$ cat config.mk
export PLATFORM = sky130hd
export DESIGN_NAME = branch_n_reg
export DESIGN_NICKNAME = d
export VERILOG_FILES = /design/src/rtl/branch_n_reg_pkg.sv /design/src/rtl/join_type.sv /design/src/rtl/oehb_slot.sv /design/src/rtl/branch_n_reg.sv
export SDC_FILE = /design/constraint.sdc
export NUM_CORES = 1
export LEC_CHECK = 0
export CELL_PAD_IN_SITES_DETAIL_PLACEMENT = 0
export CELL_PAD_IN_SITES_GLOBAL_PLACEMENT = 1
export CORE_MARGIN = 2
export CORE_UTILIZATION = 29
export CTS_CLUSTER_DIAMETER = 100
export DETAILED_ROUTE_END_ITERATION = 12
export GPL_ROUTABILITY_DRIVEN = 1
export MAX_ROUTING_LAYER = met4
export PLACE_DENSITY = 0.86
export SYNTH_ARGS = -nofsm -noshare
export SYNTH_HDL_FRONTEND = slang
export SYNTH_SLANG_ARGS = --single-unit
$ cat constraint.sdc
create_clock -name clk -period 3.9 [get_ports clk]
set_input_delay 0.78 -clock clk [delete_from_list [all_inputs] [get_ports clk]]
set_output_delay 0.78 -clock clk [all_outputs]
set_load 0.02 [all_outputs]
$ cat src/rtl/branch_n_reg_pkg.sv
// Shared helpers for handshake components: index-width derivation and flat-vector lane slicing.
package branch_n_reg_pkg;

    function automatic int clog2(input int n);
        int r;
        r = 0;
        while ((1 << r) < n) r++;
        return r;
    endfunction

    // Low bit of lane `lane` in a flat vector of `width`-bit lanes.
    function automatic int lane_lo(input int lane, input int width);
        return lane * width;
    endfunction

endpackage

$ cat src/rtl/join_type.sv
// N-input join: output valid when every input is valid; each input is ready when the rest are valid.
module join_type #(
    parameter int SIZE = 2
) (
    input  logic [SIZE-1:0] ins_valid,
    output logic [SIZE-1:0] ins_ready,
    output logic            outs_valid,
    input  logic            outs_ready
);
    always_comb begin
        outs_valid = &ins_valid;
        for (int i = 0; i < SIZE; i++)
            ins_ready[i] = outs_ready & (&(ins_valid | (SIZE'(1) << i)));
    end
endmodule

$ cat src/rtl/oehb_slot.sv
// One-slot output register: accepts while empty or draining, so throughput stays at one token per cycle.
module oehb_slot #(
    parameter int WIDTH = 1
) (
    input  logic             clk,
    input  logic             rst,
    input  logic             in_valid,
    input  logic             in_keep,
    input  logic [WIDTH-1:0] in_data,
    input  logic             out_ready,
    output logic             full,
    output logic [WIDTH-1:0] q,
    output logic             slot_ready,
    output logic             fire
);
    logic drain;

    assign drain      = full & out_ready;
    assign slot_ready = ~full | drain;
    assign fire       = in_valid & slot_ready;

    // A consumed-but-dropped token (in_keep=0) leaves the slot alone except for a concurrent drain.
    always_ff @(posedge clk or negedge rst) begin
        if (!rst) begin
            full <= 1'b0;
            q    <= '0;
        end else if (fire && in_keep) begin
            full <= 1'b1;
            q    <= in_data;
        end else if (drain) begin
            full <= 1'b0;
        end
    end
endmodule

$ cat src/rtl/branch_n_reg.sv
// N-way registered data branch: joins data and index, then steers the pair to one output channel.
module branch_n_reg
    import branch_n_reg_pkg::*;
#(
    parameter int NUM_OUTS   = 2,
    parameter int DATA_WIDTH = 32,
    parameter int SEL_WIDTH  = clog2(NUM_OUTS)
) (
    input  logic                           clk,
    input  logic                           rst,
    input  logic [DATA_WIDTH-1:0]          data,
    input  logic                           data_valid,
    output logic                           data_ready,
    input  logic [SEL_WIDTH-1:0]           index,
    input  logic                           index_valid,
    output logic                           index_ready,
    output logic [NUM_OUTS*DATA_WIDTH-1:0] outs,
    output logic [NUM_OUTS-1:0]            outs_valid,
    input  logic [NUM_OUTS-1:0]            outs_ready,
    output logic                           err_oob
);
    logic                          join_valid, slot_ready, fire, full_q, in_range, sel_ready, err_q;
    logic [DATA_WIDTH-1:0]         data_q;
    logic [SEL_WIDTH-1:0]          sel_q;
    logic [NUM_OUTS-1:0]           sel_hit;

    join_type #(.SIZE(2)) u_join (
        .ins_valid  ({index_valid, data_valid}),
        .ins_ready  ({index_ready, data_ready}),
        .outs_valid (join_valid),
        .outs_ready (slot_ready)
    );

    assign in_range = {1'b0, index} < (SEL_WIDTH+1)'(NUM_OUTS);

    oehb_slot #(.WIDTH(DATA_WIDTH + SEL_WIDTH)) u_slot (
        .clk        (clk),
        .rst        (rst),
        .in_valid   (join_valid),
        .in_keep    (in_range),
        .in_data    ({index, data}),
        .out_ready  (sel_ready),
        .full       (full_q),
        .q          ({sel_q, data_q}),
        .slot_ready (slot_ready),
        .fire       (fire)
    );

    // sel_q only ever holds an in-range index, so the one-hot decode replaces a variable index into outs_ready.
    always_comb begin
        for (int i = 0; i < NUM_OUTS; i++)
            sel_hit[i] = (sel_q == SEL_WIDTH'(i));
    end

    assign sel_ready  = |(sel_hit & outs_ready);
    assign outs_valid = full_q ? sel_hit : '0;

    for (genvar i = 0; i < NUM_OUTS; i++) begin : g_lane
        assign outs[lane_lo(i, DATA_WIDTH) +: DATA_WIDTH] = data_q;
    end

    always_ff @(posedge clk or negedge rst) begin
        if (!rst)                  err_q <= 1'b0;
        else if (fire && !in_range) err_q <= 1'b1;
    end

    assign err_oob = err_q;
endmodule

# Yosys cells after proc, flatten, opt, wreduce, memory -nomap -nowiden
# Cells that the tools add are included.
op_classes:
  bitwise: 8
  shift: 0
  n_mul: 0
  mux: 3
  div_mod_pow: 0
  reduce_logical: 3
  n_eq_ne: 0
  magnitude_cmp: 0
  add_sub_neg: 0
ops:
  columns: ["op", "n"]
  rows:
  - ["$and 1x1->1", 4]
  - ["$and 2x2->2", 1]
  - ["$mux 1", 2]
  - ["$mux 2", 1]
  - ["$not 1->1", 2]
  - ["$reduce_and 2->1", 1]
  - ["$reduce_bool 2->1", 1]
  - ["$reduce_or 2->1", 1]
  - ["$or 1x1->1", 1]
word_totals:
  ramBits: 0
  rom_bits: 0
  ff_bits: 34
  latchBits: 0
  mem_count: 0
  word_cells: 16
  inputBits: 39
  output_inout_bits: 69

# Logic depth before layout (Yosys ltp)
# Gate-level depths: netlist of run 1.
depth:
  ltp_word: 7
  depth_mapped: 4
  mapped_depth_nobuf: 3

# Modules after synthesis
# A second synthesis of run 1 with hierarchy kept.
hier_totals:
  cells_unflattened: 117
  area_unflattened_um2: 1754.2
by_module_without_submodules:
  columns: ["mod", "area_each_um2", "seq_area_each_um2", "cells_each", "instances"]
  rows:
  - ["oehb_slot", 1448.9, 850.8, 76, 1]
  - ["branch_n_reg", 286.5, 0.0, 38, 1]
  - ["join_type", 18.8, 0.0, 3, 1]

# Worst setup path before layout of run 1
# OpenSTA, ideal clock, no wires.
synth_path:
  path_type: "input-to-output"
  from: "input outs_ready[1]"
  to: "output data_ready"
  arrival_time_ns: 1.379
  path_buffers: 0
  cell_stages: 3
  required_time_ns: 3.120
  slack_ns: 1.741
  path_cell_list: "mux2i_1 nand2_1 and2_1"
synth_between:
  elab_chain_len: 5
synth_rtl:
  columns: ["element", "line_no", "rtl"]
  rows:
  - ["from (decl)", "branch_n_reg.sv:19", "input logic [NUM_OUTS-1:0] outs_ready,"]
  - ["$and 2x2->2", "branch_n_reg.sv:55", "assign sel_ready = |(sel_hit & outs_ready);"]
  - ["$reduce_or 2->1", "branch_n_reg.sv:55", null]
  - ["$and 1x1->1", "oehb_slot.sv:18", "assign drain = full & out_ready;"]
  - ["$or 1x1->1", "oehb_slot.sv:19", "assign slot_ready = ~full | drain;"]
  - ["$and 1x1->1", "join_type.sv:13", "ins_ready[i] = outs_ready & (&(ins_valid | (SIZE'(1) << i)));"]
  - ["to (decl)", "branch_n_reg.sv:13", "output logic data_ready,"]
# Every way passes these cells.

# Final worst setup path of run 1
layout_path:
  from: "input outs_ready[1]"
  to: "output index_ready"
layout_between:
  elab_chain_len: 5
layout_rtl:
  columns: ["element", "line_no", "rtl"]
  rows:
  - ["$and 2x2->2", "branch_n_reg.sv:55", null]
  - ["$reduce_or 2->1", "branch_n_reg.sv:55", null]
  - ["$and 1x1->1", "oehb_slot.sv:18", null]
  - ["$or 1x1->1", "oehb_slot.sv:19", null]
  - ["$and 1x1->1", "join_type.sv:13", null]
  - ["to (decl)", "branch_n_reg.sv:16", "output logic index_ready,"]
# Every way passes these cells.

==> metrics, run 1 <==
status complete, no violations; Yosys reg bits 34; Critical Path RT 3120 ps; Warnings, synthesis 0; DP HPWL 2600 um; crit share post-route 80.5%; Total Die Area 6510 um2; GP Congestion 0.640; 1st-pass router iterations 3; syn_area_per_cell 14.4 um2; sequential-to-total area share from yosys stat 49.9%; Ant. Diodes 0; CTS tree done; Switching Power 473 uW; Fmax 0.319 GHz; vias in the first global route 1160; number of clock sinks 34; Via Count 1124; TritonCTS buffer count 5; critical path class in2out; Yosys cell types 15; Die H 80.7 um; Pwr Density 530 nW/um2; Setup-failing EPs final 0; initial DRC count 8; fin nets 236; Slew Limit Fails 0; Worst path max stage delay 540 ps; Synth Cell Area 1700 um2; core region area 5570 um2; crit-path max FO 3; Critical Path AT 2360 ps; relative slew slack 49.5%; clock power share 18.5%; Synth Area in Simple Gates 2.86%; cell-internal power 946 uW; first-pass GRT wire length 5530 um; Longest Clk Path Bufs 2; GRT overflow 0; worst hold-check path type reg2reg; Global Route Usage Sum 11.5%; DP Worst Slack 765 ps; post-route ant nets 0; WP buf/inv 2; family with the most delay on the worst path buffers and inverters; compound-cell area share of the yosys netlist 1.91%; most common cell after layout, fill and taps aside clkdlybuf4s50_1; H-tree depth 2; layout cells sized above 1 20.7%; Reg area 851 um2; io pins 108; post_cts resized 0; # fillers 502; # port buffers 106; Max VDD drop 0.234 mV; Post-Synth Adder-Cell Area 0%; worst setup margin 762 ps; Synth Instances 118; Flop pwr share 34.4%; Slew @ Worst Pin 757 ps; switch share 33.3%; number of max-cap violations 0; pin count of the biggest net entering global routing 35; main combinational cell family by area after synthesis multiplexers; Post-CTS Hold Buffers 0; Crit-path slowest cell clkdlybuf4s50_1; Die W 80.7 um; crit end category output port; Initial Utilization 30.6%; Gate power share 47.1%; TNS Setup 0 ps; Worst-path clk slew 60 ps; final hold viol count 0; commonest non-fill, non-tap cells in the layout clkdlybuf4s50_1, dfrtp_1, mux2_4, clkbuf_8; Worst Skew 3.16 ps; most frequent CP cell clkdlybuf4s50_1; Worst setup SP type input port; multiplexer share of the synthesized area 28.3%; RSZ-0062 raised after global routing no; post-synthesis net count 157; initial antenna violation count 0; Std-Cell Rows 27; Clk Latency, worst-skew pair 280 ps; crit path time final 3140 ps; routed length per instance 13.0 um; routed wire length 3510 um; Post-CTS Setup Bufs 0; leak pwr 1.14 nW; area of the multi-input gates 568 um2; worst-path cell chain clkdlybuf4s50_1, mux2i_1, nand2_1, and2_1, clkdlybuf4s50_1; Vias/cell 4.16; XOR/XNOR Fraction of Synth Area 0%; Area growth, synth to finish 57.0%; CTS root buf clkbuf_8; # DRC 0
-- final timing paths --
check,start,end,slack [ps],cells after the start
min in group asynchronous,rst,u_slot.q[4],570,1
worst max register to register,u_slot.q[32],u_slot.q[23],2230,4
worst min-delay path,u_slot.q[20],u_slot.q[20],530,1
worst min register to register,u_slot.q[20],u_slot.q[20],530,1
worst max-delay path,outs_ready[1],index_ready,760,5
max in group asynchronous,rst,u_slot.q[7],2840,1
-- power by group through the flow --
stage,clock network (mW),registers [mW],logic (mW)
after global routing,0.294,0.501,0.700
final,0.263,0.488,0.667
after CTS,0.279,0.491,0.675
after detailed placement,0,0.494,0.673
after global placement,0,0.493,0.666
after floorplan,0,0.575,0.334
-- stage by stage --
step                std cells  power [mW]  instance area, um2  utilization (%)  hold WS, ps
floorplan                 118       0.909                1700                -          484
detailed placement        262        1.17                2580             46.4          512
global route              270        1.50                2680             48.0          548
global placement          262        1.16                2580             46.4          496
CTS                       270        1.44                2680             48.0          534
finish                    270        1.42                2680             48.0          529
-- worst reg2reg max path, delay by kind of cell, from the launching register on --
family	cells	cell delay (ps)
buf+inv	1	340
flops	1	430
mux	2	540
compound gates	1	250
-- cell usage after synthesis (all sizes together) --
cell type | count | area share, %
buf | 36 | 17
dfrtp | 34 | 50
mux2 | 32 | 28
and2 | 3 | 1.1
nand2 | 3 | 0.66
nor2b | 2 | 0.73
o21ai | 2 | 0.59
a21oi | 1 | 0.95
a31oi | 1 | 0.37
conb | 1 | 0.22
inv | 1 | 0.22
mux2i | 1 | 0.59
nand2b | 1 | 0.37
-- metal layers --
metal	share of wire [%]	track usage, %
met5	0	-
met4	0.91	4.07
met3	9.7	4.04
met1	44	14.3
met2	46	17.2
-- flip-flops by register name, indices dropped and copies added (netlist names) --
register     flops
u_slot.q        33
u_slot.full      1
-- final cells by class --
cell class / instances / area share (%)
Timing Repair Buffer: 108 / 40.0
Sequential cell: 34 / 31.8
Multi-Input combinational cell: 47 / 21.2
Tap cell: 72 / 3.37
Clock buffer: 7 / 3.23
Clock inverter: 1 / 0.187
Inverter: 1 / 0.140
-- logic make-up after synthesis --
| group | Yosys count |
|---|---|
| buffers and inverters | 37 |
| DFF | 34 |
| muxes | 33 |
| and+or+nand+nor | 9 |
| AOI/OAI and AO/OA | 4 |
| other | 1 |
(Power assumes the default switching activity.)
==> run 2: changes to the inputs <==
- CORE_UTILIZATION: 29 -> 25
- PLACE_DENSITY: 0.86 -> 0.79
- clock period: 3.9 -> 2.7 ns (I/O delays scaled with it)
==> metrics, run 2 (same netlist as run 1, synthesis figures left out) <==
Flop pwr share 34.7% (was 34.4%); Initial Utilization 25.5% (was 30.6%); post-route ant nets 0 (unchanged); Area growth, synth to finish 57.5% (was 57.0%); Worst-path clk slew 70 ps (was 60 ps); GP Congestion 0.684 (was 0.640); switch share 33.2% (was 33.3%); # fillers 653 (was 502); worst setup margin 193 ps (was 762 ps); Max VDD drop 0.297 mV (was 0.234 mV); routed wire length 3470 um (was 3510 um); Vias/cell 4.02 (was 4.16); worst hold-check path type in2async (was reg2reg); Post-CTS Setup Bufs 0 (unchanged); Critical Path AT 1970 ps (was 2360 ps); most frequent CP cell clkdlybuf4s50_1 (unchanged); DP HPWL 2530 um (was 2600 um); post_cts resized 0 (unchanged); Setup-failing EPs final 0 (unchanged); io pins 108 (unchanged); DP Worst Slack 194 ps (was 765 ps); CTS tree done (unchanged); first-pass GRT wire length 5560 um (was 5530 um); Die W 86.6 um (was 80.7 um); relative slew slack 50.2% (was 49.5%); Via Count 1114 (was 1124); crit path time final 2510 ps; initial antenna violation count 0 (unchanged); H-tree depth 2 (unchanged); Ant. Diodes 0 (unchanged); Gate power share 47.3% (was 47.1%); Reg2Reg Setup Slack 1040 ps (was 2230 ps); crit-path max FO 3 (unchanged); Global Route Usage Sum 9.94% (was 11.5%); largest reg by FF count u_slot.q (unchanged); critical path class in2out (unchanged); CTS root buf clkbuf_8 (unchanged); Pwr Density 758 nW/um2 (was 530 nW/um2); Slew @ Worst Pin 747 ps (was 757 ps); commonest non-fill, non-tap cells in the layout clkdlybuf4s50_1, dfrtp_1, mux2_4, clkbuf_8 (unchanged); Die H 86.6 um (was 80.7 um); TNS Setup 0 ps (unchanged); Pwr Total 2.04 mW (was 1.42 mW); Crit-path slowest cell clkdlybuf4s50_1 (unchanged); pin count of the biggest net entering global routing 35 (unchanged); # DRC 0 (unchanged); Worst setup SP type input port (unchanged); max reg flops 33 (unchanged); Std-Cell Rows 30 (was 27); core region area 6680 um2 (was 5570 um2); worst-path cell chain clkdlybuf4s50_1, mux2i_1, nand2_1, and2_1, clkdlybuf4s50_1 (unchanged); layout cells sized above 1 20.8% (was 20.7%); number of clock sinks 34 (unchanged); GRT overflow 0 (unchanged); cell-internal power 1.36 mW (was 946 uW); 1st-pass router iterations 3 (unchanged); Largest regs u_slot.q (33), u_slot.full (1) (unchanged); Critical Path RT 2160 ps (was 3120 ps); Longest Clk Path Bufs 2 (unchanged); TritonCTS buffer count 5 (unchanged); crit end category output port (unchanged); Post-CTS Hold Buffers 0 (unchanged); final hold viol count 0 (unchanged); Worst path max stage delay 530 ps (was 540 ps); Worst Skew 5.50 ps (was 3.16 ps); status complete, no violations (unchanged); crit share post-route 92.8%; clock power share 18.0% (was 18.5%); Fmax 0.399 GHz; Clk Latency, worst-skew pair 280 ps (about the same); Total Die Area 7490 um2 (was 6510 um2); most common cell after layout, fill and taps aside clkdlybuf4s50_1 (unchanged); RSZ-0062 raised after global routing no (unchanged); initial DRC count 18 (was 8); number of max-cap violations 0 (unchanged); # port buffers 106 (unchanged); Slew Limit Fails 0 (unchanged); vias in the first global route 1151 (was 1160); Switching Power 676 uW (was 473 uW); routed length per instance 12.5 um (was 13.0 um); leak pwr 1.14 nW (about the same); RR Startpoint u_slot.q[32] (unchanged); fin nets 237 (was 236); Setup crit start outs_ready[1] (unchanged)
-- run 2: changes by cell type in the layout (fill, tap and decap cells not counted) --
cell      delta
buf_4        +1
clkbuf_1     -1
clkinv_2     -1
-- run 2: final timing paths --
kind | end | depth (start not counted)
setup / recovery | index_ready | 5
hold / removal | u_slot.q[26] | 1
setup reg to reg | u_slot.q[21] | 5
hold reg to reg | u_slot.q[20] | 1
max in group asynchronous | u_slot.q[7] | 1
min in group clk | u_slot.q[20] | 1
-- run 2: critical path, delay by kind of cell --
kind	cells	cell delay, ps
buf+inv	2	960
mux	1	180
simple gates	2	290
-- run 2: layout make-up --
cell class	count	area [um2]	area share [%]
Clock buffer	6	82.6	3.08
Inverter	1	3.75	0.140
Multi-Input combinational cell	47	568	21.2
Sequential cell	34	851	31.7
Tap cell	80	100	3.73
Timing Repair Buffer	109	1080	40.2
-- run 2: per-layer routing --
layer,vias up,track usage (%),routed length (um)
met5,-,-,0
met1,526,13.1,1670
met3,5,3.71,286
met2,69,14.3,1470
met4,0,2.98,42
li1,514,-,-
-- run 2: power groups by stage --
| stage | clock network (mW) | logic, mW | registers, mW |
|---|---|---|---|
| final | 0.366 | 0.963 | 0.706 |
| after global routing | 0.412 | 1.01 | 0.723 |
| after CTS | 0.389 | 0.973 | 0.708 |
| after detailed placement | 0 | 0.971 | 0.712 |
| after global placement | 0 | 0.966 | 0.712 |
| after floorplan | 0 | 0.483 | 0.831 |
-- run 2: per-stage QoR --
stage	utilization, %	cell area [um2]	cells	hold WS [ps]
2_1_floorplan	-	1700	118	244
3_3_place_gp	38.9	2600	271	498
3_5_place_dp	38.9	2600	271	507
4_1_cts	40.2	2680	277	352
5_1_grt	40.2	2680	277	394
6_report	40.2	2680	277	327
